File: config.mk
export PLATFORM = sky130hd
export DESIGN_NAME = target_box_detect
export DESIGN_NICKNAME = d
export VERILOG_FILES = /design/src/rtl/target_box_detect.sv
export SDC_FILE = /design/constraint.sdc
export NUM_CORES = 1
export LEC_CHECK = 0
export ABC_AREA = 1
export CORE_ASPECT_RATIO = 1.75
export CORE_MARGIN = 1
export CORE_UTILIZATION = 30
export CTS_CLUSTER_DIAMETER = 80
export DETAILED_ROUTE_END_ITERATION = 6
export GPL_TIMING_DRIVEN = 0
export SLEW_MARGIN = 15
export SYNTH_ARGS = -nofsm -noshare
export SYNTH_HDL_FRONTEND = slang
export SYNTH_SLANG_ARGS = --single-unit
File: constraint.sdc
create_clock -name clk -period 3 [get_ports clk]
set_clock_uncertainty 0.15 [all_clocks]
set_input_delay 0.6 -clock clk [delete_from_list [all_inputs] [get_ports clk]]
set_output_delay 0.6 -clock clk [all_outputs]
set_load 0.01 [all_outputs]
File: src/rtl/target_box_detect.sv
// Colour-threshold target tracker: per-frame bounding box, centre and match count, with 2-clk video pass-through.
// Pack layout (MSB..LSB): {r[7:0], g[7:0], b[7:0], hsync, vsync, de, spare, x[XW-1:0], y[YW-1:0]}. Optional border overlay: TARGET_BOX_OVERLAY_EN.
module target_box_detect #(
    parameter int H_ACT      = 1280,
    parameter int V_ACT      = 720,
    parameter int MIN_PIXELS = 64,
`ifdef TARGET_BOX_OVERLAY_EN
    parameter logic [23:0] OVERLAY_COLOR = 24'h00FF00,
`endif
    localparam int XW = $clog2(H_ACT),
    localparam int YW = $clog2(V_ACT),
    localparam int PW = 3*8 + 4 + XW + YW
) (
    input  logic              clk,
    input  logic              rst,
    input  logic [PW-1:0]     i_pack,
    input  logic              en,
    input  logic [7:0]        thr_r_min,
    input  logic [7:0]        thr_g_max,
    input  logic [7:0]        thr_b_max,
    output logic [PW-1:0]     o_pack,
    output logic [XW-1:0]     box_x0,
    output logic [XW-1:0]     box_x1,
    output logic [YW-1:0]     box_y0,
    output logic [YW-1:0]     box_y1,
    output logic [XW-1:0]     box_cx,
    output logic [YW-1:0]     box_cy,
    output logic [XW+YW-1:0]  box_cnt,
    output logic              box_valid,
    output logic              frame_done
);

    localparam int CW    = XW + YW;
    localparam int DE_B  = XW + YW + 1;
    localparam int VS_B  = XW + YW + 2;
    localparam int RGB_L = XW + YW + 4;
    localparam logic [CW-1:0] MIN_CNT = CW'(MIN_PIXELS);

    typedef enum logic {S_DISARMED, S_ARMED} state_t;

    logic [7:0]    w_r, w_g, w_b;
    logic          w_vs, w_de;
    logic [XW-1:0] w_x;
    logic [YW-1:0] w_y;
    logic          w_edge, w_match, w_publish;
    logic [XW:0]   w_sum_x;
    logic [YW:0]   w_sum_y;
    logic [PW-1:0] w_pack_s2;

    state_t        r_state, w_state_nxt;
    logic          r_vsync_d;
    logic [XW-1:0] r_min_x, r_max_x;
    logic [YW-1:0] r_min_y, r_max_y;
    logic [CW-1:0] r_cnt;
    logic [XW-1:0] r_box_x0, r_box_x1, r_box_cx;
    logic [YW-1:0] r_box_y0, r_box_y1, r_box_cy;
    logic [CW-1:0] r_box_cnt;
    logic          r_box_valid, r_frame_done;
    logic [PW-1:0] r_pack_d1, r_pack_d2;

    assign w_r  = i_pack[RGB_L+16 +: 8];
    assign w_g  = i_pack[RGB_L+8 +: 8];
    assign w_b  = i_pack[RGB_L +: 8];
    assign w_vs = i_pack[VS_B];
    assign w_de = i_pack[DE_B];
    assign w_x  = i_pack[YW +: XW];
    assign w_y  = i_pack[0 +: YW];

    assign w_edge  = w_vs & ~r_vsync_d;
    assign w_match = w_de && (w_r >= thr_r_min) && (w_g <= thr_g_max) && (w_b <= thr_b_max);

    // NOTE: sequential state uses non-blocking assignments so every register samples pre-edge values.
    always_ff @(posedge clk) begin
        if (rst) r_vsync_d <= 1'b0;
        else     r_vsync_d <= w_vs;
    end

    always_ff @(posedge clk) begin
        if (rst) r_state <= S_DISARMED;
        else     r_state <= w_state_nxt;
    end

    // NOTE: combinational blocks assign a default first so no path can infer a latch.
    always_comb begin
        w_state_nxt = r_state;
        case (r_state)
            S_DISARMED: if (w_edge) w_state_nxt = S_ARMED;
            S_ARMED:    w_state_nxt = S_ARMED;
            default:    w_state_nxt = S_DISARMED;
        endcase
    end

    always_comb begin
        w_publish = 1'b0;
        if (r_state == S_ARMED) w_publish = w_edge & en;
    end

    // The edge cycle clears and never accumulates, so its pixel cannot leak into either frame.
    always_ff @(posedge clk) begin
        if (rst || w_edge) begin
            r_min_x <= '1;
            r_max_x <= '0;
            r_min_y <= '1;
            r_max_y <= '0;
            r_cnt   <= '0;
        end else if (w_match) begin
            if (w_x < r_min_x) r_min_x <= w_x;
            if (w_x > r_max_x) r_max_x <= w_x;
            if (w_y < r_min_y) r_min_y <= w_y;
            if (w_y > r_max_y) r_max_y <= w_y;
            if (r_cnt != '1)   r_cnt   <= r_cnt + 1'b1;
        end
    end

    assign w_sum_x = {1'b0, r_min_x} + {1'b0, r_max_x};
    assign w_sum_y = {1'b0, r_min_y} + {1'b0, r_max_y};

    always_ff @(posedge clk) begin
        if (rst) begin
            r_box_x0     <= '0;
            r_box_x1     <= '0;
            r_box_y0     <= '0;
            r_box_y1     <= '0;
            r_box_cx     <= '0;
            r_box_cy     <= '0;
            r_box_cnt    <= '0;
            r_box_valid  <= 1'b0;
            r_frame_done <= 1'b0;
        end else begin
            r_frame_done <= w_publish;
            if (w_publish) begin
                r_box_x0    <= r_min_x;
                r_box_x1    <= r_max_x;
                r_box_y0    <= r_min_y;
                r_box_y1    <= r_max_y;
                r_box_cx    <= w_sum_x[XW:1];
                r_box_cy    <= w_sum_y[YW:1];
                r_box_cnt   <= r_cnt;
                r_box_valid <= (r_cnt >= MIN_CNT);
            end
        end
    end

`ifdef TARGET_BOX_OVERLAY_EN
    logic [XW-1:0] w_d1_x;
    logic [YW-1:0] w_d1_y;
    logic          w_border;

    assign w_d1_x = r_pack_d1[YW +: XW];
    assign w_d1_y = r_pack_d1[0 +: YW];

    // Border is judged on the stage-1 pixel against the currently published box.
    always_comb begin
        w_border = 1'b0;
        if (r_box_valid && en && r_pack_d1[DE_B] &&
            (w_d1_x >= r_box_x0) && (w_d1_x <= r_box_x1) &&
            (w_d1_y >= r_box_y0) && (w_d1_y <= r_box_y1))
            w_border = (w_d1_x == r_box_x0) || (w_d1_x == r_box_x1) ||
                       (w_d1_y == r_box_y0) || (w_d1_y == r_box_y1);
    end

    assign w_pack_s2 = w_border ? {OVERLAY_COLOR, r_pack_d1[RGB_L-1:0]} : r_pack_d1;
`else
    assign w_pack_s2 = r_pack_d1;
`endif

    always_ff @(posedge clk) begin
        if (rst) begin
            r_pack_d1 <= '0;
            r_pack_d2 <= '0;
        end else begin
            r_pack_d1 <= i_pack;
            r_pack_d2 <= w_pack_s2;
        end
    end

    assign o_pack     = r_pack_d2;
    assign box_x0     = r_box_x0;
    assign box_x1     = r_box_x1;
    assign box_y0     = r_box_y0;
    assign box_y1     = r_box_y1;
    assign box_cx     = r_box_cx;
    assign box_cy     = r_box_cy;
    assign box_cnt    = r_box_cnt;
    assign box_valid  = r_box_valid;
    assign frame_done = r_frame_done;

endmodule
=== Yosys cells after proc, flatten, opt, wreduce, memory -nomap -nowiden ===
Index checks and enable logic that the tools add are counted.

* Output and inout port bits: 135
* Word-level logic and storage cells: 46
* Register bits after elaboration: 249

* Reductions and logical operators: 9
* Add/subtract/negate cells: 3
* Equal/unequal tests: 1
* Magnitude comparators: 8
* Muxes and demuxes: 3
* Bitwise operators: 4

{| class="wikitable"
|+ Operators by type and width
! kind !! number
|-
| adder 21 x 1 -> 21 bit (second input constant) || 1
|-
| >= comparator 21 x 7 -> 1 bit (second input constant) || 1
|-
| inequality test 21 bit (second input constant) || 1
|-
| less-or-equal comparator 8 bit || 2
|-
| adder 11 x 11 -> 12 bit || 1
|-
| adder 10 x 10 -> 11 bit || 1
|-
| > comparator 11 bit || 1
|-
| less-than comparator 11 bit || 1
|-
| > comparator 10 bit || 1
|-
| less-than comparator 10 bit || 1
|-
| AND reduction 2 bit || 5
|-
| >= comparator 8 bit || 1
|-
| logical AND 1 bit || 3
|-
| bitwise AND 1 bit || 2
|-
| 2-to-1 mux 1 bit || 2
|-
| inverter 1 bit || 2
|-
| one-hot mux 1 bit (2 select lines) || 1
|-
| logical OR 1 bit || 1
|}

=== Depth between registers and ports, before layout ===
* Depth in word-level cells: 5
* Depth in mapped cells: 17
* Gate-level depth less buffers: 16

=== Least setup slack after synthesis ===
Ideal clock, no wire load.

* Path kind: input -> register
* Start point: input port thr_r_min[7]
* End point: register r_min_x[1]
* Library setup time: 130 ps
* Data required time: 2720 ps
* Stages on the path: 13
* Path buffers: 2
* Slack: 788 ps
* Arrival time: 1932 ps
* Cells stage by stage: inv_1 ha_1 nand2_1 nor2_1 nand4_1 nand3_1 nand2_1 nor2_1 buf_4 nand2_1 buf_2 nand2_1 nand3_1

* Word-level cells in the longest chain between the ends: 5

{| class="wikitable"
|+ Ends and longest elaborated chain
! element !! RTL line !! RTL
|-
| start, declared || 18 || <nowiki>input logic [7:0] thr_r_min,</nowiki>
|-
| >= comparator 8 bit || 70 || <nowiki>assign w_match = w_de && (w_r >= thr_r_min) && (w_g <= thr_g_max) && (w_b <= thr_b_max);</nowiki>
|-
| logical AND 1 bit (3 in a row) || 70 ||
|-
| AND reduction 2 bit (no line) || n/a ||
|-
| end signal, assigned || 107 || <nowiki>if (w_x < r_min_x) r_min_x <= w_x;</nowiki>
|-
| end, declared || 52 || <nowiki>logic [XW-1:0] r_min_x, r_max_x;</nowiki>
|}

No other way between the ends.
A chain may end at the register's enable or synchronous reset.

=== Worst setup path in the final report ===
* Start point: input port i_pack[9]
* End point: register r_max_y[5]

* Word-level cells in the longest chain between the ends: 2

{| class="wikitable"
|+ Ends and longest elaborated chain
! element !! RTL line !! RTL
|-
| start, declared || 16 || <nowiki>input logic [PW-1:0] i_pack,</nowiki>
|-
| > comparator 10 bit || 110 || <nowiki>if (w_y > r_max_y) r_max_y <= w_y;</nowiki>
|-
| AND reduction 2 bit (no line) || n/a ||
|-
| end signal, assigned || 110 ||
|-
| end, declared || 53 || <nowiki>logic [YW-1:0] r_min_y, r_max_y;</nowiki>
|}

No other way between the ends.

==> metrics.md <==
| Metric | Value |
|---|---|
| Outcome | `complete, no violations` |
| Root buffer cell | `clkbuf_16` |
| FFs w/ async S/R, synth | `0` |
| Core ar. | `36140 sq um` |
| Share of post-route cells with drive strength above 1 | `0.04854` |
| Max Fanout on Critical Path | `10` |
| PortBufs | `roughly 210` |
| Average size of a mapped cell | `7.599 sq um` |
| Num rows | `92` |
| Clock sink total | `248` |
| Ys flop type | `dfxtp_1` |
| Crit path launch | `i_pack[9]` |
| Maximum clock rate | `385.3 MHz` |
| YS warnings | `0` |
| CP startpoint kind | `primary input` |
| Final WL | `approximately 36 mm` |
| RSZ-0062 raised after global routing | `no` |
| Post-synth top area share | `0.4484` |
| Final Hold Fails | `0` |
| Synth Cell Area | `between 10000 and 15000 sq um` |
| Post-cts sizing count | `0` |
| DP Cell Count | `2136` |
| GPL Wtd Cong | `approximately 0.9` |
| Total of max-cap violations | `0` |
| Initial antenna violation count | `1` |
| Final setup viols | `0` |
| CTS Hold Bufs | `0` |
| Place WS | `-0.2529 ns` |
| Placed Area | `around 14000 sq um` |
| Number of global-route vias before repair | `9941` |
| Reg2reg start | `r_max_x[10]` |
| Worst R2R Path Depth | `12` |
| Power per cell area | `518.9 nW/um^2` |
| #FFs+latches synth | `around 250` |
| DR pass1 iterations | `5` |
| Slew headroom | `0.4785` |
| Critical path type | `in2reg` |
| Routed vias | `10040` |
| Clk_lat worst skew | `0.55 ns` |
| Deepest clock path buffer count | `3` |
| Remaining DRCs | `0` |
| First-pass GRT wire length | `55.04 mm` |
| Sw Ratio | `0.2656` |
| Post-route cell area | `14540 sq um` |
| CP endpoint kind | `register` |
| Final period util | `0.8651` |
| GR Overflow Total | `0` |
| Gate Count Post-Synth | `about 1500` |
| Drt wl/cell | `approximately 17 microns` |
| Psw | `2004 uW` |
| Net Count, Synth | `1620` |
| Core Util, Final | `0.4023` |
| Multi-input gate area | `just under 5000 sq um` |
| EDFF count, synth | `0` |
| Register area share after synthesis | `0.4484` |
| Worst r2r dst | `r_max_x[9]` |
| Setup ws final | `between 0.4 and 0.5 ns` |
| Antenna cells | `0` |
| Clk slew on worst S/H paths | `0.07 ns` |
| Initial Util | `0.3063` |
| Leading post-synthesis cells by instance count | `dfxtp_1 (248), nor2_1 (225), inv_1 (219)` |
| Top post-synthesis cells by area | `dfxtp_1 (45%), ha_1 (9.6%), nor2_1 (7.6%)` |
| Filler Cells Inserted | `3791` |
| Worst slew pin tran | `0.7822 ns` |
| Req. time, crit path | `3.29 ns` |
| Largest net degree at the start of global routing | `17` |
| Period minus WS final | `2.595 ns` |
| Reg2reg setup slack | `0.63 ns` |
| Worst setup endpoint | `r_max_y[5]` |
| Area delta synth->final | `31.34%` |
| Iter 0 DRT Violations | `518` |
| Combinational power share | `0.131` |
| Die width | `147.2 microns` |
| Nets | `1855` |
| CTS tree | `yes` |
| Cell variety after synth | `32` |
| ANT nets after route | `0` |
| Flop pwr share | `0.461` |
| Die H | `256.1 microns` |
| TNS Setup | `0 ns` |
| Num CTS Buffers | `24` |
| Synth area leader | `dfxtp_1` |
| Final Max Tran Viols | `0` |
| IO Pins | `211` |
| DIE AREA | `between 30000 and 40000 sq um` |
| VDD IR max | `307.5 uV` |
| FF/Latch Area | `4965 sq um` |
| Crit path DAT | `2.89 ns` |
| P_int | `5542 uW` |
| Vias per cell | `4.606` |
| Pleak | `0.006562 uW` |
| Hold/Removal Path Class | `reg2reg` |
| Final std cells w/o fill | `2180` |
| Clock power share | `0.408` |
| Post-CTS setup buffers | `0` |
| Most frequent cell after synthesis | `dfxtp_1` |
| Post-DP HPWL | `28.68 mm` |
| H-Tree Depth | `1` |
| GRT Total Usage | `0.1907` |
[through the flow]
step | hold slack, ns | power (uW)
2_1_floorplan | 0.2383 | 4076
3_3_place_gp | 0.2395 | 4533
3_5_place_dp | 0.2416 | 4546
4_1_cts | 0.2498 | 7639
5_1_grt | 0.2649 | 7876
6_report | 0.2497 | 7545
[worst min-delay path by stage]
stage                        startpoint         end  cells after the start
after floorplan            r_pack_d1[0]   o_pack[0]                      2
after global placement    r_pack_d1[29]  o_pack[29]                      2
after detailed placement   r_pack_d1[5]   o_pack[5]                      2
after CTS                  r_pack_d1[5]   o_pack[5]                      2
after global routing      r_pack_d1[31]  o_pack[31]                      2
final                      r_pack_d1[5]   o_pack[5]                      2
[cells in the final DEF (no fill, tap or decap), types with 3 or more instances in the layout]
cell / count
a21oi_1: 133
xnor2_1: 5
or2_2: 5
xor2_1: 17
clkdlybuf4s50_1: 209
clkbuf_1: 33
dfxtp_1: 248
o211ai_1: 8
nor4_1: 4
nand2_1: 196
buf_2: 21
inv_1: 219
clkinvlp_4: 3
nand4_1: 12
nor3_1: 12
clkbuf_16: 25
clkbuf_8: 3
buf_4: 5
nor2_1: 225
a21o_1: 5
buf_6: 6
nand3_1: 109
o21ai_0: 93
ha_1: 85
clkinv_2: 6
[cells by family after synthesis]
kind of cell	share of synthesized area
compound gates	0.1163
flops	0.4484
fa+ha+maj	0.09967
xor+xnor	0.01740
simple gates	0.2141
buf+inv	0.1041
[routing by layer]
| layer | part of all wire | global-route usage |
|---|---|---|
| met1 | 0.36 | 0.1859 |
| met2 | 0.54 | 0.3729 |
| met3 | 0.052 | 0.03476 |
| met4 | 0.045 | 0.09708 |
| met5 | 0.00036 | 0 |
[final cells by class]
cell class | count | share of cell area
Sequential cell | 248 | 0.3414
Multi-Input combinational cell | 926 | 0.3407
Timing Repair Buffer | 209 | 0.1439
Inverter | 220 | 0.05679
Clock buffer | 31 | 0.04664
Tap cell | 470 | 0.04044
Buffer | 63 | 0.02246
Clock inverter | 13 | 0.007658
[flip-flops by register name, indices dropped and copies added (netlist names), 11 cells and up]
name	cells
r_cnt	21
r_max_x	11
box_x0	11
r_min_x	11
box_cx	11
r_pack_d1	49
box_cnt	21
o_pack	49
box_x1	11
[worst max-delay path, cell delays in order]
cell and delay [ns]:
clkdlybuf4s50_1 0.65, ha_1 0.30, nand2_1 0.16, nor2_1 0.10, o211ai_1 0.11, nand3_1 0.09, o21ai_0 0.12, clkinv_1 0.27
buf_2 0.26, a21oi_1 0.15, nor2_1 0.06
[power by group through the flow]
stage	Combinational (uW)	Sequential, uW	Clock (uW)
2_1_floorplan	511	3570	0
3_3_place_gp	982	3550	0
3_5_place_dp	994	3550	0
4_1_cts	1000	3480	3160
5_1_grt	1100	3490	3290
6_report	989	3480	3080
Power figures use the tool's default switching activity.
